[config.mk]
export PLATFORM = sky130hd
export DESIGN_NAME = alu_share_arbiter_flat
export DESIGN_NICKNAME = d
export VERILOG_FILES = /design/src/rtl/alu_share_arbiter_if.sv /design/src/rtl/alu_share_arbiter.sv /design/src/flat_wrapper.sv
export SDC_FILE = /design/constraint.sdc
export NUM_CORES = 1
export LEC_CHECK = 0
export CAP_MARGIN = 20
export CORE_MARGIN = 5
export CORE_UTILIZATION = 42
export CTS_CLUSTER_DIAMETER = 200
export CTS_CLUSTER_SIZE = 12
export DETAILED_ROUTE_END_ITERATION = 8
export GPL_TIMING_DRIVEN = 0
export PLACE_DENSITY = 0.82
export SLEW_MARGIN = 10
export SYNTH_ARGS = -nofsm -noshare
export SYNTH_HDL_FRONTEND = slang
export SYNTH_SLANG_ARGS = --single-unit
[constraint.sdc]
create_clock -name clk_i -period 5.71 [get_ports clk_i]
set_input_delay 1.713 -clock clk_i [delete_from_list [all_inputs] [get_ports clk_i]]
set_output_delay 1.713 -clock clk_i [all_outputs]
set_load 0.005 [all_outputs]
[src/rtl/alu_share_arbiter_if.sv]
// -----------------------------------------------------------------------------
// alu_share_arbiter_if
//   Bundles every non-clock/reset signal of alu_share_arbiter:
//     - two request channels   (reqN_valid_i / reqN_ready_o / operands / ctrl)
//     - two response channels  (rspN_valid_o / rspN_ready_i / result / zero / err)
//     - the shared ALU hookup  (alu_src1_o / alu_src2_o / alu_ctrl_o,
//                               alu_result_i / alu_zero_i)
//     - busy_o status
//   Signal suffixes are from the arbiter's point of view.
//   Modports:
//     slave  - the arbiter itself
//     master - requesters, response consumers and the ALU (the environment)
//   WIDTH must match the WIDTH of the arbiter it is bound to.
// -----------------------------------------------------------------------------
interface alu_share_arbiter_if #(
    parameter int WIDTH = 32
);
    // request channels
    logic             req0_valid_i;
    logic             req0_ready_o;
    logic [WIDTH-1:0] req0_src1_i;
    logic [WIDTH-1:0] req0_src2_i;
    logic [3:0]       req0_ctrl_i;
    logic             req1_valid_i;
    logic             req1_ready_o;
    logic [WIDTH-1:0] req1_src1_i;
    logic [WIDTH-1:0] req1_src2_i;
    logic [3:0]       req1_ctrl_i;

    // response channels
    logic             rsp0_valid_o;
    logic             rsp0_ready_i;
    logic [WIDTH-1:0] rsp0_result_o;
    logic             rsp0_zero_o;
    logic             rsp0_err_o;
    logic             rsp1_valid_o;
    logic             rsp1_ready_i;
    logic [WIDTH-1:0] rsp1_result_o;
    logic             rsp1_zero_o;
    logic             rsp1_err_o;

    // shared ALU
    logic [WIDTH-1:0] alu_src1_o;
    logic [WIDTH-1:0] alu_src2_o;
    logic [3:0]       alu_ctrl_o;
    logic [WIDTH-1:0] alu_result_i;
    logic             alu_zero_i;

    logic             busy_o;

    modport slave (
        input  req0_valid_i, req0_src1_i, req0_src2_i, req0_ctrl_i,
        input  req1_valid_i, req1_src1_i, req1_src2_i, req1_ctrl_i,
        output req0_ready_o, req1_ready_o,
        input  rsp0_ready_i, rsp1_ready_i,
        output rsp0_valid_o, rsp0_result_o, rsp0_zero_o, rsp0_err_o,
        output rsp1_valid_o, rsp1_result_o, rsp1_zero_o, rsp1_err_o,
        output alu_src1_o, alu_src2_o, alu_ctrl_o,
        input  alu_result_i, alu_zero_i,
        output busy_o
    );

    modport master (
        output req0_valid_i, req0_src1_i, req0_src2_i, req0_ctrl_i,
        output req1_valid_i, req1_src1_i, req1_src2_i, req1_ctrl_i,
        input  req0_ready_o, req1_ready_o,
        output rsp0_ready_i, rsp1_ready_i,
        input  rsp0_valid_o, rsp0_result_o, rsp0_zero_o, rsp0_err_o,
        input  rsp1_valid_o, rsp1_result_o, rsp1_zero_o, rsp1_err_o,
        input  alu_src1_o, alu_src2_o, alu_ctrl_o,
        output alu_result_i, alu_zero_i,
        input  busy_o
    );
endinterface

[src/rtl/alu_share_arbiter.sv]
// -----------------------------------------------------------------------------
// alu_share_arbiter
//   Shares one ALU between port 0 (integer op queue) and port 1 (debug /
//   self-test). Round-robin grant in IDLE, operands latched on accept, ALU
//   driven for ALU_LAT cycles, result/zero returned on the owner's response
//   channel. Illegal control codes are answered directly (err=1, result=0,
//   zero=1) without touching the ALU.
//
//   Parameters:
//     WIDTH   - operand/result width
//     ALU_LAT - edges between accept and sampling the ALU result (1..15)
//   Ports:
//     clk_i   - clock, rising edge
//     rst_i   - synchronous active-high reset; aborts any op in flight
//     bus     - alu_share_arbiter_if.slave (requests, responses, ALU, busy_o)
// -----------------------------------------------------------------------------
module alu_share_arbiter #(
    parameter int WIDTH   = 32,
    parameter int ALU_LAT = 1
) (
    input  logic               clk_i,
    input  logic               rst_i,
    alu_share_arbiter_if.slave bus
);
    typedef enum logic [1:0] {
        S_IDLE = 2'd0,
        S_EXEC = 2'd1,
        S_RESP = 2'd2
    } state_t;

    // cnt is 4 bits, so ALU_LAT is only meaningful in 1..15
    localparam logic [3:0] LAT = 4'(ALU_LAT);

    state_t                r_state;
    state_t                w_state_nxt;
    logic                  r_owner;
    logic                  r_last_grant;
    logic [3:0]            r_cnt;
    logic [WIDTH-1:0]      r_src1;
    logic [WIDTH-1:0]      r_src2;
    logic [3:0]            r_ctrl;
    // Result registers are kept per port so a port's outputs hold their last
    // value while the other port is being served.
    logic [1:0][WIDTH-1:0] r_res;
    logic [1:0]            r_zf;
    logic [1:0]            r_err;

    logic                  w_grant;
    logic                  w_ready0;
    logic                  w_ready1;
    logic                  w_acc;
    logic                  w_acc_legal;
    logic [WIDTH-1:0]      w_acc_src1;
    logic [WIDTH-1:0]      w_acc_src2;
    logic [3:0]            w_acc_ctrl;
    logic                  w_rsp_hs;

    function automatic logic ctrl_legal(input logic [3:0] c);
        case (c)
            4'b0000, 4'b0001, 4'b0010, 4'b0011,
            4'b0110, 4'b0111, 4'b1000, 4'b1001,
            4'b1100: ctrl_legal = 1'b1;
            default: ctrl_legal = 1'b0;
        endcase
    endfunction

    // Round robin: a lone requester wins; on contention the port that was
    // not served last wins.
    always_comb begin
        w_grant = 1'b0;
        if (bus.req0_valid_i && bus.req1_valid_i)
            w_grant = ~r_last_grant;
        else if (bus.req1_valid_i)
            w_grant = 1'b1;
    end

    always_comb begin
        w_ready0    = (r_state == S_IDLE) && bus.req0_valid_i && !w_grant;
        w_ready1    = (r_state == S_IDLE) && bus.req1_valid_i &&  w_grant;
        w_acc       = w_ready0 || w_ready1;
        w_acc_src1  = w_grant ? bus.req1_src1_i : bus.req0_src1_i;
        w_acc_src2  = w_grant ? bus.req1_src2_i : bus.req0_src2_i;
        w_acc_ctrl  = w_grant ? bus.req1_ctrl_i : bus.req0_ctrl_i;
        w_acc_legal = ctrl_legal(w_acc_ctrl);
        // only the owner's ready can release the response
        w_rsp_hs    = (r_state == S_RESP) &&
                      (r_owner ? bus.rsp1_ready_i : bus.rsp0_ready_i);
    end

    always_comb begin
        w_state_nxt = r_state;
        case (r_state)
            S_IDLE: if (w_acc) w_state_nxt = w_acc_legal ? S_EXEC : S_RESP;
            S_EXEC: if (r_cnt == 4'd1) w_state_nxt = S_RESP;
            S_RESP: if (w_rsp_hs) w_state_nxt = S_IDLE;
            default: w_state_nxt = S_IDLE;
        endcase
    end

    always_ff @(posedge clk_i) begin
        if (rst_i) begin
            r_state      <= S_IDLE;
            r_owner      <= 1'b0;
            r_last_grant <= 1'b1;
            r_cnt        <= 4'd0;
            r_src1       <= '0;
            r_src2       <= '0;
            r_ctrl       <= 4'd0;
            r_res        <= '0;
            r_zf         <= 2'b00;
            r_err        <= 2'b00;
        end else begin
            r_state <= w_state_nxt;
            case (r_state)
                S_IDLE: begin
                    if (w_acc) begin
                        r_owner <= w_grant;
                        if (w_acc_legal) begin
                            r_src1 <= w_acc_src1;
                            r_src2 <= w_acc_src2;
                            r_ctrl <= w_acc_ctrl;
                            r_cnt  <= LAT;
                        end else begin
                            // answered without the ALU; its inputs keep the
                            // previous op
                            r_res[w_grant] <= '0;
                            r_zf[w_grant]  <= 1'b1;
                            r_err[w_grant] <= 1'b1;
                        end
                    end
                end
                S_EXEC: begin
                    r_cnt <= r_cnt - 4'd1;
                    if (r_cnt == 4'd1) begin
                        r_res[r_owner] <= bus.alu_result_i;
                        r_zf[r_owner]  <= bus.alu_zero_i;
                        r_err[r_owner] <= 1'b0;
                    end
                end
                S_RESP: begin
                    if (w_rsp_hs) r_last_grant <= r_owner;
                end
                default: ;
            endcase
        end
    end

    assign bus.req0_ready_o  = w_ready0;
    assign bus.req1_ready_o  = w_ready1;

    assign bus.rsp0_valid_o  = (r_state == S_RESP) && !r_owner;
    assign bus.rsp1_valid_o  = (r_state == S_RESP) &&  r_owner;
    assign bus.rsp0_result_o = r_res[0];
    assign bus.rsp0_zero_o   = r_zf[0];
    assign bus.rsp0_err_o    = r_err[0];
    assign bus.rsp1_result_o = r_res[1];
    assign bus.rsp1_zero_o   = r_zf[1];
    assign bus.rsp1_err_o    = r_err[1];

    assign bus.alu_src1_o    = r_src1;
    assign bus.alu_src2_o    = r_src2;
    assign bus.alu_ctrl_o    = r_ctrl;

    assign bus.busy_o        = (r_state != S_IDLE);
endmodule

[src/flat_wrapper.sv]
// flat-port wrapper written by rule: the top's interface ports become plain ports
module alu_share_arbiter_flat 
#(
    parameter int WIDTH   = 32,
    parameter int ALU_LAT = 1
)
  (clk_i, rst_i, bus_req0_valid_i, bus_req0_src1_i, bus_req0_src2_i, bus_req0_ctrl_i, bus_req1_valid_i, bus_req1_src1_i, bus_req1_src2_i, bus_req1_ctrl_i, bus_req0_ready_o, bus_req1_ready_o, bus_rsp0_ready_i, bus_rsp1_ready_i, bus_rsp0_valid_o, bus_rsp0_result_o, bus_rsp0_zero_o, bus_rsp0_err_o, bus_rsp1_valid_o, bus_rsp1_result_o, bus_rsp1_zero_o, bus_rsp1_err_o, bus_alu_src1_o, bus_alu_src2_o, bus_alu_ctrl_o, bus_alu_result_i, bus_alu_zero_i, bus_busy_o);
  alu_share_arbiter_if #(.WIDTH(WIDTH)) bus_i ();
  input  logic clk_i;
  input  logic rst_i;
  input wire logic [$bits(bus_i.req0_valid_i)-1:0] bus_req0_valid_i;
  input wire logic [$bits(bus_i.req0_src1_i)-1:0] bus_req0_src1_i;
  input wire logic [$bits(bus_i.req0_src2_i)-1:0] bus_req0_src2_i;
  input wire logic [$bits(bus_i.req0_ctrl_i)-1:0] bus_req0_ctrl_i;
  input wire logic [$bits(bus_i.req1_valid_i)-1:0] bus_req1_valid_i;
  input wire logic [$bits(bus_i.req1_src1_i)-1:0] bus_req1_src1_i;
  input wire logic [$bits(bus_i.req1_src2_i)-1:0] bus_req1_src2_i;
  input wire logic [$bits(bus_i.req1_ctrl_i)-1:0] bus_req1_ctrl_i;
  output wire logic [$bits(bus_i.req0_ready_o)-1:0] bus_req0_ready_o;
  output wire logic [$bits(bus_i.req1_ready_o)-1:0] bus_req1_ready_o;
  input wire logic [$bits(bus_i.rsp0_ready_i)-1:0] bus_rsp0_ready_i;
  input wire logic [$bits(bus_i.rsp1_ready_i)-1:0] bus_rsp1_ready_i;
  output wire logic [$bits(bus_i.rsp0_valid_o)-1:0] bus_rsp0_valid_o;
  output wire logic [$bits(bus_i.rsp0_result_o)-1:0] bus_rsp0_result_o;
  output wire logic [$bits(bus_i.rsp0_zero_o)-1:0] bus_rsp0_zero_o;
  output wire logic [$bits(bus_i.rsp0_err_o)-1:0] bus_rsp0_err_o;
  output wire logic [$bits(bus_i.rsp1_valid_o)-1:0] bus_rsp1_valid_o;
  output wire logic [$bits(bus_i.rsp1_result_o)-1:0] bus_rsp1_result_o;
  output wire logic [$bits(bus_i.rsp1_zero_o)-1:0] bus_rsp1_zero_o;
  output wire logic [$bits(bus_i.rsp1_err_o)-1:0] bus_rsp1_err_o;
  output wire logic [$bits(bus_i.alu_src1_o)-1:0] bus_alu_src1_o;
  output wire logic [$bits(bus_i.alu_src2_o)-1:0] bus_alu_src2_o;
  output wire logic [$bits(bus_i.alu_ctrl_o)-1:0] bus_alu_ctrl_o;
  input wire logic [$bits(bus_i.alu_result_i)-1:0] bus_alu_result_i;
  input wire logic [$bits(bus_i.alu_zero_i)-1:0] bus_alu_zero_i;
  output wire logic [$bits(bus_i.busy_o)-1:0] bus_busy_o;
  assign bus_i.req0_valid_i = bus_req0_valid_i;
  assign bus_i.req0_src1_i = bus_req0_src1_i;
  assign bus_i.req0_src2_i = bus_req0_src2_i;
  assign bus_i.req0_ctrl_i = bus_req0_ctrl_i;
  assign bus_i.req1_valid_i = bus_req1_valid_i;
  assign bus_i.req1_src1_i = bus_req1_src1_i;
  assign bus_i.req1_src2_i = bus_req1_src2_i;
  assign bus_i.req1_ctrl_i = bus_req1_ctrl_i;
  assign bus_req0_ready_o = bus_i.req0_ready_o;
  assign bus_req1_ready_o = bus_i.req1_ready_o;
  assign bus_i.rsp0_ready_i = bus_rsp0_ready_i;
  assign bus_i.rsp1_ready_i = bus_rsp1_ready_i;
  assign bus_rsp0_valid_o = bus_i.rsp0_valid_o;
  assign bus_rsp0_result_o = bus_i.rsp0_result_o;
  assign bus_rsp0_zero_o = bus_i.rsp0_zero_o;
  assign bus_rsp0_err_o = bus_i.rsp0_err_o;
  assign bus_rsp1_valid_o = bus_i.rsp1_valid_o;
  assign bus_rsp1_result_o = bus_i.rsp1_result_o;
  assign bus_rsp1_zero_o = bus_i.rsp1_zero_o;
  assign bus_rsp1_err_o = bus_i.rsp1_err_o;
  assign bus_alu_src1_o = bus_i.alu_src1_o;
  assign bus_alu_src2_o = bus_i.alu_src2_o;
  assign bus_alu_ctrl_o = bus_i.alu_ctrl_o;
  assign bus_i.alu_result_i = bus_alu_result_i;
  assign bus_i.alu_zero_i = bus_alu_zero_i;
  assign bus_busy_o = bus_i.busy_o;
  alu_share_arbiter #(.WIDTH(WIDTH), .ALU_LAT(ALU_LAT)) u_core (.clk_i(clk_i), .rst_i(rst_i), .bus(bus_i));
endmodule
==> Word level (Yosys, flattened, before mapping) <==
Memory sizes are Yosys's and may differ from the RTL's.
Index checks and enable logic that the tools add are counted.
{ "word_totals": {"regBits": 144, "output_inout_bits": 141, "n_memories": 1, "mem_bits_ro": 16, "elab_cells": 90} }
{ "mem_list": {"columns": ["memory", "depth", "width", "read_ports", "rd_ports_with_merged_regs", "wr", "line", "rtl"], "rows": [
  ["(name not given)", 16, 1, 1, 0, 0, "alu_share_arbiter.sv:59", "case (c)"]
]} }
{ "op_classes": {"n_reduce_logical": 22, "magnitude_cmp": 4, "addsub": 1, "n_eq_ne": 8, "n_mux": 36, "bitwise_logic": 7} }
{ "op_table": {"columns": ["operator", "count"], "rows": [
  ["64-bit 2-to-1 mux", 3],
  ["32-bit 2-to-1 mux", 4],
  ["64-bit case mux with 2 select lines", 1],
  ["64-bit bitwise AND", 1],
  ["64-bit bitwise mux", 1],
  ["32-bit demux with 1-bit select", 2],
  ["64-bit inverter", 1],
  ["2-bit 2-to-1 mux", 10],
  ["4-bit 2-to-1 mux", 3],
  ["1-bit logical AND", 10],
  ["3-bit AND reduction", 3],
  ["2-bit by 1-bit != test with 1-bit output (second input constant)", 4],
  ["2-bit case mux with 2 select lines", 2],
  ["4-bit case mux with 2 select lines", 1],
  ["2-bit case mux with 3 select lines", 1],
  ["1-bit 2-to-1 mux", 5],
  ["4-bit by 1-bit == test with 1-bit output (second input constant)", 1],
  ["1-bit by 2-bit < comparator with 1-bit output (second input constant)", 2],
  ["2-bit bitwise OR", 2],
  ["2-bit AND reduction", 2],
  ["4-bit AND reduction", 1],
  ["2-bit nonzero test", 2],
  ["4-bit by 1-bit subtractor with 4-bit output (second input constant)", 1],
  ["2-bit bitwise AND", 1],
  ["other kinds (11)", 14]
]} }

==> Depth between registers and ports, before layout <==
{ "depth": {"word_depth": 11, "depth_mapped": 9, "depth_no_buf": 7} }

==> Worst setup path after synthesis <==
OpenSTA, ideal clock, no wires.
{ "synth_path": {"path_type": "input-to-output", "from": "in bus_req0_valid_i", "to": "out bus_req0_ready_o", "slack_ps": 1728, "arrival_time_ps": 2269, "required_time_ps": 3997, "path_stages": 5, "n_path_buf": 2, "path_cell_list": "buf_6 a21bo_1 buf_4 nand3_2 inv_1"} }
{ "synth_between": {"elab_chain_cells": 4} }
{ "synth_lines": {"columns": ["item", "line", "rtl"], "rows": [
  ["from (decl)", "flat_wrapper.sv:11", "input wire logic [$bits(bus_i.req0_valid_i)-1:0] bus_req0_valid_i;"],
  ["1-bit logical AND", "alu_share_arbiter.sv:71", "if (bus.req0_valid_i && bus.req1_valid_i)"],
  ["1-bit 2-to-1 mux", "alu_share_arbiter.sv:71", null],
  ["1-bit logical NOT", "alu_share_arbiter.sv:78", "w_ready0 = (r_state == S_IDLE) && bus.req0_valid_i && !w_grant;"],
  ["1-bit logical AND *", "alu_share_arbiter.sv:78", null],
  ["to (decl)", "flat_wrapper.sv:19", "output wire logic [$bits(bus_i.req0_ready_o)-1:0] bus_req0_ready_o;"]
]} }
Every way passes the cells marked *; elsewhere a longest branch is shown, timed or not.

==> Worst setup path in the final report <==
{ "layout_path": {"from": "in bus_req1_valid_i", "to": "out bus_req1_ready_o"} }
{ "layout_between": {"elab_chain_cells": 3} }
{ "layout_lines": {"columns": ["item", "line", "rtl"], "rows": [
  ["from (decl)", "flat_wrapper.sv:15", "input wire logic [$bits(bus_i.req1_valid_i)-1:0] bus_req1_valid_i;"],
  ["1-bit 2-to-1 mux or 1-bit logical AND (tied branches)", "alu_share_arbiter.sv:73, alu_share_arbiter.sv:71", null],
  ["1-bit 2-to-1 mux", "alu_share_arbiter.sv:71", null],
  ["1-bit logical AND *", "alu_share_arbiter.sv:79", "w_ready1 = (r_state == S_IDLE) && bus.req1_valid_i && w_grant;"],
  ["to (decl)", "flat_wrapper.sv:20", "output wire logic [$bits(bus_i.req1_ready_o)-1:0] bus_req1_ready_o;"]
]} }
Marked as above.

==> flow_summary.json <==
{
  "status": "finished, final reports clean",
  "critPathMaxFanout": 8,
  "fin_crit_sh_pct": 88.9,
  "switching_share_pct": 28.8,
  "slew_headroom_pct": 51.0,
  "worst_slew_pin_slew_ns": 0.735,
  "yosys.cell_count.top_type": "nand2_1",
  "path_cells": "clkdlybuf4s50_1 > a21boi_4 > nand2_1 > inv_1 > clkdlybuf4s50_1",
  "async_flop_share_pct": 0,
  "synth-seq-cells": 144,
  "die-area_mm2": 0.0165,
  "postCtsSetupBuffers": 0,
  "place.gp.congestion": 0.829,
  "start_util_pct": 42.7,
  "track_usage_pct": 24.9,
  "p_int_w": 0.00219,
  "crit_type": "primary input to primary output",
  "synth_edf_count": 0,
  "end_kind": "primary output",
  "cts-hold-fix-buffers": 0,
  "die_h_um": 129,
  "vias_per_cell": 5.29,
  "rr_endpoint": "u_core.bus.rsp0_result_o[18]",
  "synth_top_area_share_pct": 48.8,
  "root_buffer": "clkbuf_16",
  "rsz0062_at_grt": "false",
  "hp-start": "u_core.bus.rsp0_result_o[25]",
  "syn_nets": 806,
  "pwr-share-clk_pct": 34.7,
  "cts_resized": 0,
  "port_buffers": 314,
  "yosysSeqAreaShare_pct": 48.8,
  "finClkSkew_ns": 0.00583,
  "maxSlewViolCount": 0,
  "power_leakage_nw": 3.71,
  "seqPwrFrac_pct": 38.2,
  "ant_nets": 0,
  "dieWidth_um": 129,
  "met3_usage_pct": 7.89,
  "clock_sinks": 144,
  "final-hold-violation-count": 0,
  "cts_buffer_depth": 2,
  "htreeDepth": 4,
  "setup_tns_ns": 0,
  "ir_worst_vdd_uv": 218,
  "setup_viol": 0,
  "syn_inst": 629,
  "antenna_found_initial": 0,
  "fin_nets": 1139,
  "cp.arrival_ns": 3.36,
  "synthTopCellsByArea": "dfxtp_1, a22o_1, nand2_1",
  "wire_per_inst_um": 18.4,
  "power_density_mw_per_mm2": 312,
  "dr.pass1.iters": 5,
  "drtIter0Drc": 403,
  "slowest_delay_ns": 0.55,
  "fin_cells": 1155,
  "p_sw_w": 0.000884,
  "vias": 6115,
  "core_mm2": 0.0138,
  "ys_types": 48,
  "cts_tree": "built",
  "drive_gt1_share_pct": 10.4,
  "met1_usage_pct": 28.8,
  "cp_top_family": "buffers and inverters",
  "synth_area_leader_cell": "dfxtp_1",
  "fin_crit_ns": 5.08,
  "rows": 43,
  "insertion_delay_ns": 0.41,
  "fmax_ghz": 0.197,
  "io_pins": 316,
  "cts_buffers": 17,
  "min_to": "u_core.bus.rsp0_result_o[25]",
  "routed_wl_um": 21300,
  "dp_hpwl_um": 16400,
  "critPathRequiredTime_ns": 4.00,
  "cp_num_buf_inv": 3,
  "startpoint_type": "primary input",
  "dp_cells": 1123,
  "pwr-share-comb_pct": 27.1,
  "synthToLayoutAreaGrowth_pct": 66.6,
  "grt_pass1_vias": 6135,
  "ys_warn_count": 0,
  "reg2reg_from": "u_core.r_cnt[0]",
  "synthTopCellsByCount": "nand2_1, dfxtp_1, nor2_1, a22o_1, a311oi_1",
  "max-cap-violations": 0,
  "grt_pass1_wl_um": 32500,
  "r2r_slack_ns": 3.64,
  "clk_pin_slew_ns": 0.06,
  "grt_start_max_net_pins": 17,
  "reg2reg_depth": 6,
  "synth-main-ff-cell": "dfxtp_1",
  "drc": 0,
  "syn_avg_cell_area_um2": 9.39,
  "synth_area_mm2": 0.00591,
  "grtUsageMet2_pct": 42.9,
  "fin_hold_ws_ns": 0.475,
  "grt.busiest_layer": "met2",
  "cp_common_cell": "clkdlybuf4s50_1",
  "overflow": 0,
  "worstHoldPathCells": 1,
  "slowest_stage": "clkdlybuf4s50_1",
  "antenna_cells": 0,
  "min_path_type": "register to register"
}
final cells by class:
type                       instances  area [um^2]
fill                            1086         3980
timing repair buffer             314         3140
sequential                       144         2880
multi-input combinational        423         2700
clock buffer                      20          457
buffer                            55          297
tap                              180          225
clock inverter                    12          110
inverter                           7         26.3
stage by stage:
step / utilization (%) / worst slack (ns) / power, W / instance area, um^2
after floorplan: - / 1.73 / 0.00159 / 5910
after global placement: 67.1 / 0.624 / 0.00202 / 9280
after detailed placement: 67.1 / 0.627 / 0.00203 / 9280
after CTS: 71.2 / 0.613 / 0.00308 / 9840
after global routing: 71.2 / 0.525 / 0.00322 / 9840
final: 71.2 / 0.632 / 0.00307 / 9840
layer usage:
metal / up-vias / wire length [um]
met4: 0 / 574
li1: 2947 / -
met1: 2852 / 8400
met5: - / 0
met3: 41 / 1930
met2: 275 / 10400
how the worst max path moves through the flow:
stage | cells after the start | endpoint | from
floorplan | 5 | bus_req0_ready_o | bus_req0_valid_i
global placement | 5 | bus_req1_ready_o | bus_req1_valid_i
detailed placement | 5 | bus_req1_ready_o | bus_req1_valid_i
CTS | 5 | bus_req1_ready_o | bus_req1_valid_i
global route | 5 | bus_req1_ready_o | bus_req1_valid_i
finish | 5 | bus_req1_ready_o | bus_req1_valid_i
power groups by stage:
stage,sequential [W],combinational [W],clock [W]
after CTS,0.00117,0.000840,0.00107
after floorplan,0.00120,0.000394,0
after global routing,0.00118,0.000905,0.00113
after detailed placement,0.00119,0.000835,0
final,0.00117,0.000832,0.00106
after global placement,0.00119,0.000829,0
state kept, by name, indices dropped and copies added, names as in the netlist:
register / cells
u_core.bus.alu_src1_o: 32
u_core.bus.alu_ctrl_o: 4
u_core.bus.alu_src2_o: 32
u_core.r_err: 2
u_core.bus.rsp1_result_o: 32
u_core.r_owner: 1
u_core.r_zf: 2
u_core.r_cnt: 4
u_core.bus.rsp0_result_o: 32
u_core.r_state: 2
u_core.r_last_grant: 1
placed cells by master, fill, tap and decap left out, types with 4 or more instances in the layout:
cell type,n
a311oi_2,33
inv_1,6
a311oi_1,35
a21oi_1,7
buf_2,15
nor2b_1,5
nor3_1,4
nor2_1,77
dfxtp_1,144
nand2_1,148
clkdlybuf4s50_1,314
buf_4,11
clkbuf_16,17
nand2b_1,5
a22o_1,64
clkbuf_1,26
buf_6,4
clkinvlp_4,4
kinds of logic after synthesis:
group | count (synthesis) | synth area share, %
fa+ha+maj | 2 | 0.423
mux | 3 | 0.529
simple gates | 252 | 17.3
flops | 144 | 48.8
compound gates | 166 | 27.5
buf+inv | 62 | 5.46
Note: power is estimated with default switching activity, not from simulation.
